--- src/rtl/regfile_wb_arbiter.sv ---
// Writeback arbiter for the 32x32 register file write port.
// Load priority with ALU anti-starvation, x0 drop, pending-write scoreboard.
//
// Ports:
//   clk, rst                : clock, synchronous active-high reset
//   alu_valid_i/ready_o,
//   alu_addr_i/data_i       : ALU writeback request handshake
//   lsu_valid_i/ready_o,
//   lsu_addr_i/data_i       : load writeback request handshake
//   alloc_i, alloc_addr_i   : decode marks a destination as pending
//   query_addr1/2_i,
//   busy1/2_o               : RAW hazard lookups
//   idle_o                  : no outstanding writes
//   RegWrite_o,
//   register_write_addr_o,
//   register_write_data_o   : registered register-file write port
module regfile_wb_arbiter #(
  parameter int MAX_WAIT = 3
) (
  input  logic        clk,
  input  logic        rst,
  input  logic        alu_valid_i,
  output logic        alu_ready_o,
  input  logic [4:0]  alu_addr_i,
  input  logic [31:0] alu_data_i,
  input  logic        lsu_valid_i,
  output logic        lsu_ready_o,
  input  logic [4:0]  lsu_addr_i,
  input  logic [31:0] lsu_data_i,
  input  logic        alloc_i,
  input  logic [4:0]  alloc_addr_i,
  input  logic [4:0]  query_addr1_i,
  input  logic [4:0]  query_addr2_i,
  output logic        busy1_o,
  output logic        busy2_o,
  output logic        idle_o,
  output logic        RegWrite_o,
  output logic [4:0]  register_write_addr_o,
  output logic [31:0] register_write_data_o
);

  localparam int W = $clog2(MAX_WAIT + 1);
  localparam logic [W-1:0] MAXW = W'(MAX_WAIT);

  logic [W-1:0] wait_cnt;
  logic [31:0]  busy;
  logic         force_alu;
  logic         xfer;
  logic [4:0]   win_addr;
  logic [31:0]  win_data;
  logic [31:0]  set_mask;
  logic [31:0]  clr_mask;

  always_comb begin
    force_alu   = (wait_cnt == MAXW);
    alu_ready_o = 1'b0;
    lsu_ready_o = 1'b0;
    if (!rst) begin
      if (alu_valid_i && (!lsu_valid_i || force_alu))
        alu_ready_o = 1'b1;
      else if (lsu_valid_i)
        lsu_ready_o = 1'b1;
    end
  end

  always_comb begin
    xfer     = alu_ready_o | lsu_ready_o;
    win_addr = alu_ready_o ? alu_addr_i : lsu_addr_i;
    win_data = alu_ready_o ? alu_data_i : lsu_data_i;
  end

  // Counts consecutive cycles the ALU waited; saturates so the
  // forced grant stays asserted until the ALU actually transfers.
  always_ff @(posedge clk) begin
    if (rst)
      wait_cnt <= '0;
    else if (!alu_valid_i || alu_ready_o)
      wait_cnt <= '0;
    else if (wait_cnt != MAXW)
      wait_cnt <= wait_cnt + 1'b1;
  end

  // An accepted x0 write still consumes the slot but never
  // raises the write enable.
  always_ff @(posedge clk) begin
    if (rst) begin
      RegWrite_o            <= 1'b0;
      register_write_addr_o <= '0;
      register_write_data_o <= '0;
    end else begin
      RegWrite_o <= xfer && (win_addr != 5'd0);
      if (xfer) begin
        register_write_addr_o <= win_addr;
        register_write_data_o <= win_data;
      end
    end
  end

  always_comb begin
    set_mask = '0;
    clr_mask = '0;
    if (alloc_i && alloc_addr_i != 5'd0)
      set_mask = 32'd1 << alloc_addr_i;
    if (RegWrite_o)
      clr_mask = 32'd1 << register_write_addr_o;
  end

  // Set is applied after clear: a fresh allocation of the register
  // being committed means a newer producer is still outstanding.
  always_ff @(posedge clk) begin
    if (rst)
      busy <= '0;
    else
      busy <= ((busy & ~clr_mask) | set_mask) & ~32'd1;
  end

  assign busy1_o = busy[query_addr1_i];
  assign busy2_o = busy[query_addr2_i];
  assign idle_o  = ~|busy;

endmodule
--- config.mk ---
export PLATFORM = sky130hd
export DESIGN_NAME = regfile_wb_arbiter
export DESIGN_NICKNAME = d
export VERILOG_FILES = /design/src/rtl/regfile_wb_arbiter.sv
export SDC_FILE = /design/constraint.sdc
export NUM_CORES = 1
export LEC_CHECK = 0
export CORE_ASPECT_RATIO = 1.1
export CORE_MARGIN = 3
export CORE_UTILIZATION = 25
export DETAILED_ROUTE_END_ITERATION = 7
export PLACE_DENSITY_LB_ADDON = 0.1
export SLEW_MARGIN = 20
export SYNTH_ARGS = -nofsm -noshare
export SYNTH_HDL_FRONTEND = slang
export SYNTH_SLANG_ARGS = --single-unit
--- constraint.sdc ---
create_clock -name clk -period 2.3 [get_ports clk]
set_input_delay 0.46 -clock clk [delete_from_list [all_inputs] [get_ports clk]]
set_output_delay 0.46 -clock clk [all_outputs]
set_load 0.01 [all_outputs]
==> results of run 1 <==
## timing repair
action,CTS,global route
buffers inserted,2,0
pin swaps,3,0
endpoints found under the setup margin,3,3
resized for setup,25,5
## layout make-up
cell class	count	area share, %
Inverter	4	0.260
Clock inverter	4	0.781
Timing Repair Buffer	165	28.0
Sequential cell	71	24.7
Clock buffer	12	4.28
Tap cell	192	4.17
Multi-Input combinational cell	327	37.9
## through the flow
step / std cells / utilization, %
floorplan: 427 / -
global placement: 757 / 37.5
detailed placement: 757 / 37.5
CTS: 775 / 39.8
global route: 775 / 39.7
finish: 775 / 39.7
## layout by cell type (no fill, tap or decap), types with 21 or more instances in the layout
master           count
o21ai_0             21
nor2_1              26
nand2_1             40
clkdlybuf4s50_1    126
buf_4               25
dfxtp_1             71
a21oi_1             38
nand3b_1            23
o21ai_1             33
mux2i_1             54
## sequential cells by signal (all words and copies together) (netlist names)
name and cells:
register_write_addr_o 5, busy 31, wait_cnt 2, register_write_data_o 32, RegWrite_o 1
## cells by family (layout without fill, tap and decap cells)
logic type | after synthesis | after routing | share of synthesized area (%)
AND/OR/NAND/NOR | 148 | 148 | 21.2
AO/OA/AOI/OAI | 117 | 117 | 17.4
flip-flops | 71 | 71 | 38.0
multiplexers | 61 | 61 | 18.6
buffers and inverters | 29 | 185 | 4.39
adder cells (fa/ha/maj) | 1 | 1 | 0.335
## critical path, cell delays in order
cell and delay [ns]:
clkdlybuf4s50_1 0.50, buf_12 0.15, mux2i_2 0.23, a22oi_1 0.10, nand3_1 0.08, nand4_1 0.09, buf_2 0.16
## per-layer routing
layer  vias to the layer above  wire [um]  track usage (%)  part of all wire, %
li1                       1867          -                -                    -
met1                      1722       5160             17.7                   41
met2                       126       5970             25.8                   47
met3                        16       1200             5.99                  9.5
met4                         0        302             6.78                  2.4
met5                         -          0                0                    0
## worst max-delay path by stage
stage                     startpoint  depth (start not counted)           to
finish              query_addr1_i[2]                          7      busy1_o
detailed placement  query_addr1_i[0]                          5      busy1_o
floorplan           query_addr1_i[0]                          5      busy1_o
global placement    query_addr1_i[0]                          5      busy1_o
CTS                      lsu_valid_i                          5  alu_ready_o
global route        query_addr1_i[2]                          7      busy1_o
## report_power, final
| part | switching (mW) | internal [mW] |
|---|---|---|
| logic | 0.277 | 0.371 |
| clock network | 0.502 | 0.863 |
| registers | 0.0455 | 1.29 |
| total | 0.824 | 2.52 |
==> results by group, run 1 <==
Placement
  – Detail Placement HPWL: 9840 um
  – Pre-CTS setup slack: -0.734 ns
  – Placed Area: 5440 sq um
  – RePlAce Congestion: 0.855
  – PortBufs: 136

Worst setup path
  – Origin of the critical flop-to-flop path: wait_cnt[0]
  – Critical setup path kind: input port to primary output
  – Worst EP arrival: 1.78 ns
  – Worst setup SP type: input port
  – Required @ worst endpoint: 1.84 ns
  – Max Fanout on Critical Path: 9
  – FF-to-FF path depth: 7
  – Flop-to-flop setup slack: 0.58 ns
  – Reg2reg end: register_write_data_o[1]
  – CP endpoint kind: primary output

CTS
  – CTS Hold Buffers Added: 0
  – CTS tree: built
  – Clk_lat worst skew: 0.33 ns
  – Root buf cell: clkbuf_16
  – Register clock-pin slew on the reported worst setup and hold paths: 0.06 ns
  – Clk sink count: 71
  – Bufs on Longest Clock Path: 2
  – CTS buffer count: 9
  – Max H-tree Level: 3

Timing
  – Fin. max-slew vios: 0
  – Final period util: 97.3%
  – Minimum clock period: 2.24 ns
  – Max Fclk: 0.447 GHz
  – Clock skew: 0.00399 ns
  – Relative slew margins: 58.1%
  – RSZ-0062 raised after global routing: no
  – Minimum hold slack: 0.419 ns
  – Final setup vio count: 0
  – Final setup margin: 0.0616 ns
  – Setup TNS: 0 ns
  – Actual slew at the worst max-slew pin: 0.629 ns
  – Fin. Hold Viols: 0

Yosys
  – Synth Net Count: 522
  – FFs w/ async S/R, synth: 0%
  – Synth Flop Type: dfxtp_1
  – Largest cells by area after synthesis: dfxtp_1, mux2i_1, a21oi_1, nand3b_1, o21ai_1
  – Syn Inst Count: 427
  – Post-synthesis register bit count: 71
  – Top cell type's share of synthesized area: 38.0%
  – Synth cell types: 37
  – Count leader, synth: dfxtp_1
  – Number of flops mapped to enable cells by yosys: 0
  – Synthesized area per cell: 8.75 sq um
  – Syn. warnings: 0
  – Largest area contributor in the netlist: dfxtp_1
  – Commonest cells post-synth: dfxtp_1, mux2i_1, nand2_1
  – Sequential area share after synthesis: 38.0%
  – Post-Syn Area: 3740 sq um

Floorplanning
  – IO Pins: 137
  – Die X-Extent: 123 um
  – Row cnt: 46
  – Die H: 134 um
  – Core area: 14,500 sq um
  – Initial Util: 25.8%
  – Total die area: 16,400 sq um

Layout
  – Layout Area Growth over Synthesis: 54.3%
  – Share of layout cells above drive strength 1: 11.0%
  – Fillers: 1,564
  – Layout net count: 673
  – Register area: 1420 sq um
  – Ant diodes: 0
  – Post-route cell area: 5760 sq um
  – Multi-input logic area: 2180 sq um

Drt
  – Initial DRT Pass Iterations: 4
  – Drt via density: 4.81
  – WL final: 12,600 um
  – Total number of vias: 3,731
  – Wire per inst: 16.3 um
  – DRT antenna net count: 0
  – DR iter-0 viols: 154
  – DRC: 0

Outcome
  – Outcome: finished clean

Global routing
  – Vias in the first global route: 3,822
  – First-pass GRT wire length: 19,800 um
  – GRT Total Usage: 15.6%
  – Grt ovf: 0
  – Largest net degree at the start of global routing: 63
  – Initial antenna violation count: 0

Hold path
  – Hold path endpoint: wait_cnt[0]
  – Hold wc startpoint: wait_cnt[0]
  – Hold WC Path Type: flop to flop
  – Hold Path Cell Cnt: 1

Power
  – PD cells: 581 nW/um^2
  – Worst vdd ir: 0.394 mV
  – Leak pwr: 2.31 nW
  – Pwr Total: 3.35 mW

Run
  – # Max-Cap Violations: 0
(Power assumes the default switching activity.)
==> run 2, diff against run 1 <==
--- a/config.mk
+++ b/config.mk
@@ -9,6 +9,7 @@
 export CORE_MARGIN = 3
 export CORE_UTILIZATION = 25
 export DETAILED_ROUTE_END_ITERATION = 7
+export HOLD_SLACK_MARGIN = 0.02
 export PLACE_DENSITY_LB_ADDON = 0.1
 export SLEW_MARGIN = 20
 export SYNTH_ARGS = -nofsm -noshare
==> results of run 2 <==
The final DEF is identical to that of run 1; final timing and power are the same.
==> run 3, diff against run 2 <==
--- a/config.mk
+++ b/config.mk
@@ -5,7 +5,7 @@
 export SDC_FILE = /design/constraint.sdc
 export NUM_CORES = 1
 export LEC_CHECK = 0
-export CORE_ASPECT_RATIO = 1.1
+export CORE_ASPECT_RATIO = 1.75
 export CORE_MARGIN = 3
 export CORE_UTILIZATION = 25
 export DETAILED_ROUTE_END_ITERATION = 7
==> results by group, run 3 (synthesis gave the netlist of run 1 again) <==
Layout
  – Layout net count: 673 (unchanged)
  – Filler-free cell count of the finished design: 761 (was 775)
  – Post-route cell area: 5800 sq um (was 5760 sq um)
  – Ant diodes: 0 (unchanged)
  – Commonest cells after routing, fill and taps aside: clkdlybuf4s50_1, dfxtp_1, mux2i_1 (unchanged)
  – Max reg flops: 32 (unchanged)
  – Commonest non-fill, non-tap cell in the layout: clkdlybuf4s50_1 (unchanged)
  – Top flop regs: register_write_data_o (32), busy (31), register_write_addr_o (5) (unchanged)
  – Layout Area Growth over Synthesis: 55.2% (was 54.3%)
  – Share of layout cells above drive strength 1: 11.5% (was 11.0%)
  – Fillers: 1,486 (was 1,564)
  – Top reg by flops: register_write_data_o (unchanged)

Timing
  – Minimum clock period: 2.21 ns (was 2.24 ns)
  – Final setup margin: 0.0937 ns (was 0.0616 ns)
  – RSZ-0062 raised after global routing: no (unchanged)
  – Final period util: 95.9% (was 97.3%)
  – Final setup vio count: 0 (unchanged)
  – Fin. Hold Viols: 0 (unchanged)
  – Clock skew: 0.00284 ns (was 0.00399 ns)
  – Relative slew margins: 60.3% (was 58.1%)
  – Actual slew at the worst max-slew pin: 0.594 ns (was 0.629 ns)
  – Max Fclk: 0.453 GHz (was 0.447 GHz)
  – Fin. max-slew vios: 0 (unchanged)

CTS
  – Bufs on Longest Clock Path: 2 (unchanged)
  – CTS buffer count: 9 (unchanged)
  – CTS tree: built (unchanged)
  – Clk_lat worst skew: 0.33 ns (about the same)
  – Max H-tree Level: 3 (unchanged)
  – Root buf cell: clkbuf_16 (unchanged)
  – Clk sink count: 71 (unchanged)
  – Register clock-pin slew on the reported worst setup and hold paths: 0.05 ns (was 0.06 ns)

Worst setup path
  – Required @ worst endpoint: 1.84 ns (about the same)
  – Reg2reg end: register_write_addr_o[3] (was register_write_data_o[1])
  – Origin of the critical flop-to-flop path: wait_cnt[0] (unchanged)
  – Worst setup SP type: flop (was input port)
  – Max Fanout on Critical Path: 4 (was 9)
  – FF-to-FF path depth: 7 (unchanged)
  – Worst EP arrival: 1.75 ns (was 1.78 ns)
  – Slowest CP cell: mux4_2 (was clkdlybuf4s50_1)
  – Crit-path max cell delay: 0.45 ns (was 0.50 ns)
  – Cell Chain, Critical Path: mux4_2 -> nand2b_1 -> o2111ai_2 -> nand4_1 -> clkdlybuf4s15_1 (was clkdlybuf4s50_1 -> buf_12 -> mux2i_2 -> a22oi_1 -> nand3_1 -> nand4_1 -> buf_2)
  – Critical setup path kind: flop to primary output (was input port to primary output)
  – Flop-to-flop setup slack: 0.54 ns (was 0.58 ns)
  – CP endpoint kind: primary output (unchanged)

Drt
  – Initial DRT Pass Iterations: 4 (unchanged)
  – DRT antenna net count: 0 (unchanged)
  – DR iter-0 viols: 128 (was 154)
  – DRC: 0 (unchanged)
  – Drt via density: 4.91 (was 4.81)
  – Wire per inst: 17.1 um (was 16.3 um)
  – Total number of vias: 3,739 (was 3,731)
  – WL final: 13,000 um (was 12,600 um)

Power
  – Leak pwr: 2.34 nW (was 2.31 nW)
  – Worst vdd ir: 0.354 mV (was 0.394 mV)
  – PD cells: 552 nW/um^2 (was 581 nW/um^2)

Hold path
  – Hold WC Path Type: flop to flop (unchanged)
  – Hold Path Cell Cnt: 1 (unchanged)
  – Hold path endpoint: wait_cnt[0] (unchanged)
  – Hold wc startpoint: wait_cnt[0] (unchanged)

Floorplanning
  – Die H: 168 um (was 134 um)
  – Initial Util: 25.7% (was 25.8%)
  – Die X-Extent: 98.4 um (was 123 um)
  – IO Pins: 137 (unchanged)
  – Core area: 14,500 sq um (about the same)
  – Row cnt: 58 (was 46)
  – Total die area: 16,500 sq um (was 16,400 sq um)

Placement
  – Pre-CTS setup slack: -0.738 ns (was -0.734 ns)
  – RePlAce Congestion: 0.923 (was 0.855)
  – Placed Area: 5410 sq um (was 5440 sq um)
  – Detail Placement HPWL: 10,100 um (was 9840 um)
  – Placed cells: 743 (was 757)
  – PortBufs: 136 (unchanged)

Run
  – # Max-Cap Violations: 0 (unchanged)

Global routing
  – GRT Total Usage: 15.7% (was 15.6%)
  – Grt ovf: 0 (unchanged)
  – Largest net degree at the start of global routing: 47 (was 63)
  – Initial antenna violation count: 0 (unchanged)
  – Vias in the first global route: 3,792 (was 3,822)
  – First-pass GRT wire length: 20,300 um (was 19,800 um)

Outcome
  – Outcome: finished clean (unchanged)
[run 3: changes by cell type in the layout (fill, tap and decap cells not counted), moves of 3 or more]
cell and change:
nor4_2 -5, clkdlybuf4s50_1 -4, nor4_4 +3, clkdlybuf4s15_1 +3
mux2i_2 +3, mux2i_1 -3
[run 3: how the worst max path moves through the flow]
stage,startpoint,to,cells past startpoint
final,busy[23],busy2_o,5
after global routing,busy[7],busy2_o,5
after CTS,query_addr1_i[2],busy1_o,7
after detailed placement,query_addr1_i[0],busy1_o,5
after global placement,query_addr1_i[0],busy1_o,5
after floorplan,query_addr1_i[0],busy1_o,5
[run 3: metrics by stage]
step,util (%),setup TNS [ns],power (mW),hold WS (ns)
floorplan,-,0,1.62,0.397
global placement,37.3,-1.41,2.01,0.404
detailed placement,37.3,-1.44,2.02,0.414
CTS,39.9,0,3.25,0.422
global route,40.0,0,3.35,0.447
finish,40.0,0,3.20,0.419
[run 3: repair_timing]
| item | CTS | global route |
|---|---|---|
| gates resized for setup | 36 | 11 |
| endpoints found under the setup margin | 3 | 4 |
| hold endpoints to repair | 0 | 0 |
| hold buffers | 0 | 0 |
| pin swaps | 5 | 1 |
| cloned | 2 | 0 |
| buffers inserted | 2 | 0 |
[run 3: report_power, final]
| part | internal, mW | switching [mW] | leakage (nW) |
|---|---|---|---|
| registers | 1.29 | 0.0455 | 0.582 |
| logic | 0.382 | 0.284 | 1.64 |
| clock network | 0.714 | 0.485 | 0.122 |
| total | 2.39 | 0.814 | 2.34 |
[run 3: metal layers]
metal  part of all wire [%]  track usage [%]  vias to the layer above  wire length [um]
met5                      0                0                        -                 0
met4                    3.2             6.66                        0               423
met3                    7.4             5.34                       25               960
met2                     53             29.0                      135              6900
met1                     36             15.7                     1711              4750
li1                       -                -                     1868                 -
[run 3: final cells by class]
class                   instances  area (sq um)  share of cell area (%)
inverters                       4          15.0                   0.259
flip-flops and latches         71          1420                    24.5
multi-input cells             327          2230                    38.5
clock buffers                  12           236                    4.08
repair buffers                165          1660                    28.6
clock inverters                 2          10.0                   0.173
well taps                     180           225                    3.88
[run 3: critical path, delay by kind of cell, from the launching register on]
family	cells	cell delay [ns]
mux	1	0.45
simple gates	2	0.28
buf+inv	1	0.25
flops	1	0.33
compound gates	1	0.11
==> RTL change, RTL diff (config.mk and constraints of run 2) <==
Reset style: asynchronous (`rst`), changed in 3 clocked blocks. Comments in the files are not updated.
--- a/src/rtl/regfile_wb_arbiter.sv
+++ b/src/rtl/regfile_wb_arbiter.sv
@@ -71,7 +71,7 @@
 
   // Counts consecutive cycles the ALU waited; saturates so the
   // forced grant stays asserted until the ALU actually transfers.
-  always_ff @(posedge clk) begin
+  always_ff @(posedge clk or posedge rst) begin
     if (rst)
       wait_cnt <= '0;
     else if (!alu_valid_i || alu_ready_o)
@@ -82,7 +82,7 @@
 
   // An accepted x0 write still consumes the slot but never
   // raises the write enable.
-  always_ff @(posedge clk) begin
+  always_ff @(posedge clk or posedge rst) begin
     if (rst) begin
       RegWrite_o            <= 1'b0;
       register_write_addr_o <= '0;
@@ -107,7 +107,7 @@
 
   // Set is applied after clear: a fresh allocation of the register
   // being committed means a newer producer is still outstanding.
-  always_ff @(posedge clk) begin
+  always_ff @(posedge clk or posedge rst) begin
     if (rst)
       busy <= '0;
     else
Formal check against the unedited RTL: differs if rst is asserted again (counterexample within 4 cycles, from zero or initial values and one cycle with rst high); with rst held inactive, the same outputs for 10 cycles.
==> RTL change against run 2 <==
Register-to-register slack got worse by 0.23 ns. Synthesized area increased by 1.2%. Routed wire length increased by 7.3%. Cell area increased by 3.7%. Setup slack got worse by 0.012 ns. Non-clock buffer count unchanged. Sequential cell count unchanged. Highest routed layer unchanged.
Power is not compared: it rests on default switching activity, and its combinational part moved more than twofold at a synthesized area within 25%.
==> RTL change: results (changes against run 2) <==
[status]
status=complete, no violations  ; unchanged

[logic_synthesis]
ys.flop_type=dfrtp_1  ; was dfxtp_1
syn-num-nets=515  ; was 522
synth_mux_area_share_pct=8.80  ; was 18.6%
yosys.area_share.adder_pct=0.331  ; was 0.335%
synth-async-reset-ratio_pct=100  ; was 0%
synth_compound_gate_area_share_pct=20.3  ; was 17.4%
yosysUniqueCellTypes=40  ; was 37
seq_area_frac_synth_pct=47.0  ; was 38.0%
synth_xor_area_share_pct=0.232  ; was 0%
synth_common_cells=o21ai_0 (79), dfrtp_1 (71), nor2_1 (57)  ; was dfxtp_1 (71), mux2i_1 (55), nand2_1 (40)

[route]
wl_met3_mm=1.17  ; was 1.20 mm
wire_per_inst_um=17.6  ; was 16.3 um
wl_met1_mm=5.60  ; was 5.16 mm
drt-initial-drc-count=141  ; was 154
wl_met2_mm=6.56  ; was 5.97 mm

[layout]
num-nets-final=670  ; was 673
drive_above_1_share_pct=14.1  ; was 11.0%

[grt]
use_met3_pct=6.74  ; was 5.99%
met2_usage_pct=27.4  ; was 25.8%
gr-usage-all-layers_pct=16.7  ; was 15.6%

[place]
place_congestion=0.873  ; was 0.855
dpl.hpwl_mm=10.2  ; was 9.84 mm
placed_area_um2=5490  ; was 5440 um2

[sta]
finClkSkew_ns=0.00294  ; was 0.00399 ns
worstMarginPinSlew_ns=0.924  ; was 0.629 ns

[RTL change: cell types whose count changed after synthesis, moves of 9 or more]
cell      delta
a211oi_1    -14
dfrtp_1     +71
dfxtp_1     -71
mux2i_1     -36
nand3b_1    -13
nor2_1      +31
o21ai_0     +58
o21ai_1     -27
o22ai_1      +9
[RTL change: critical path: stages]
cell and delay (ns):
clkdlybuf4s50_1 0.50, buf_12 0.15, mux2i_2 0.21, a22oi_1 0.12, nand3_1 0.10, nand4_1 0.09, buf_2 0.15
[RTL change: per-stage QoR]
step / cells / total power, mW / utilization, %
2_1_floorplan: 420 / 2.67 / -
3_3_place_gp: 752 / 3.46 / 37.5
3_5_place_dp: 752 / 3.49 / 37.5
4_1_cts: 769 / 5.19 / 40.4
5_1_grt: 772 / 5.52 / 40.9
6_report: 772 / 5.20 / 40.9
[RTL change: path summary, 6_finish.rpt]
check	start	to	slack (ns)	depth (start not counted)
worst max-delay path	query_addr1_i[2]	busy1_o	0.05	7
worst min-delay path	register_write_data_o[13]	register_write_data_o[13]	0.53	2
worst max register to register	wait_cnt[0]	register_write_data_o[16]	0.35	8
worst min register to register	register_write_data_o[13]	register_write_data_o[13]	0.53	2
max in group asynchronous	rst	busy[17]	0.71	4
min in group asynchronous	rst	wait_cnt[1]	0.95	4
[RTL change: layout make-up]
type                    instances  area share, %
inverters                       6          0.481
flip-flops and latches         71           29.8
clock inverters                 6           1.80
repair buffers                165           27.0
clock buffers                  10           4.00
well taps                     192           4.02
multi-input cells             322           32.9
[RTL change: timing repair]
action                                  4_1_cts  5_1_grt
endpoints found under the setup margin        5        2
cloned                                        0        1
gates resized for setup                      23       20
endpoints found under the hold margin         0        0
setup buffers                                 1        2
pin swaps                                     1        2
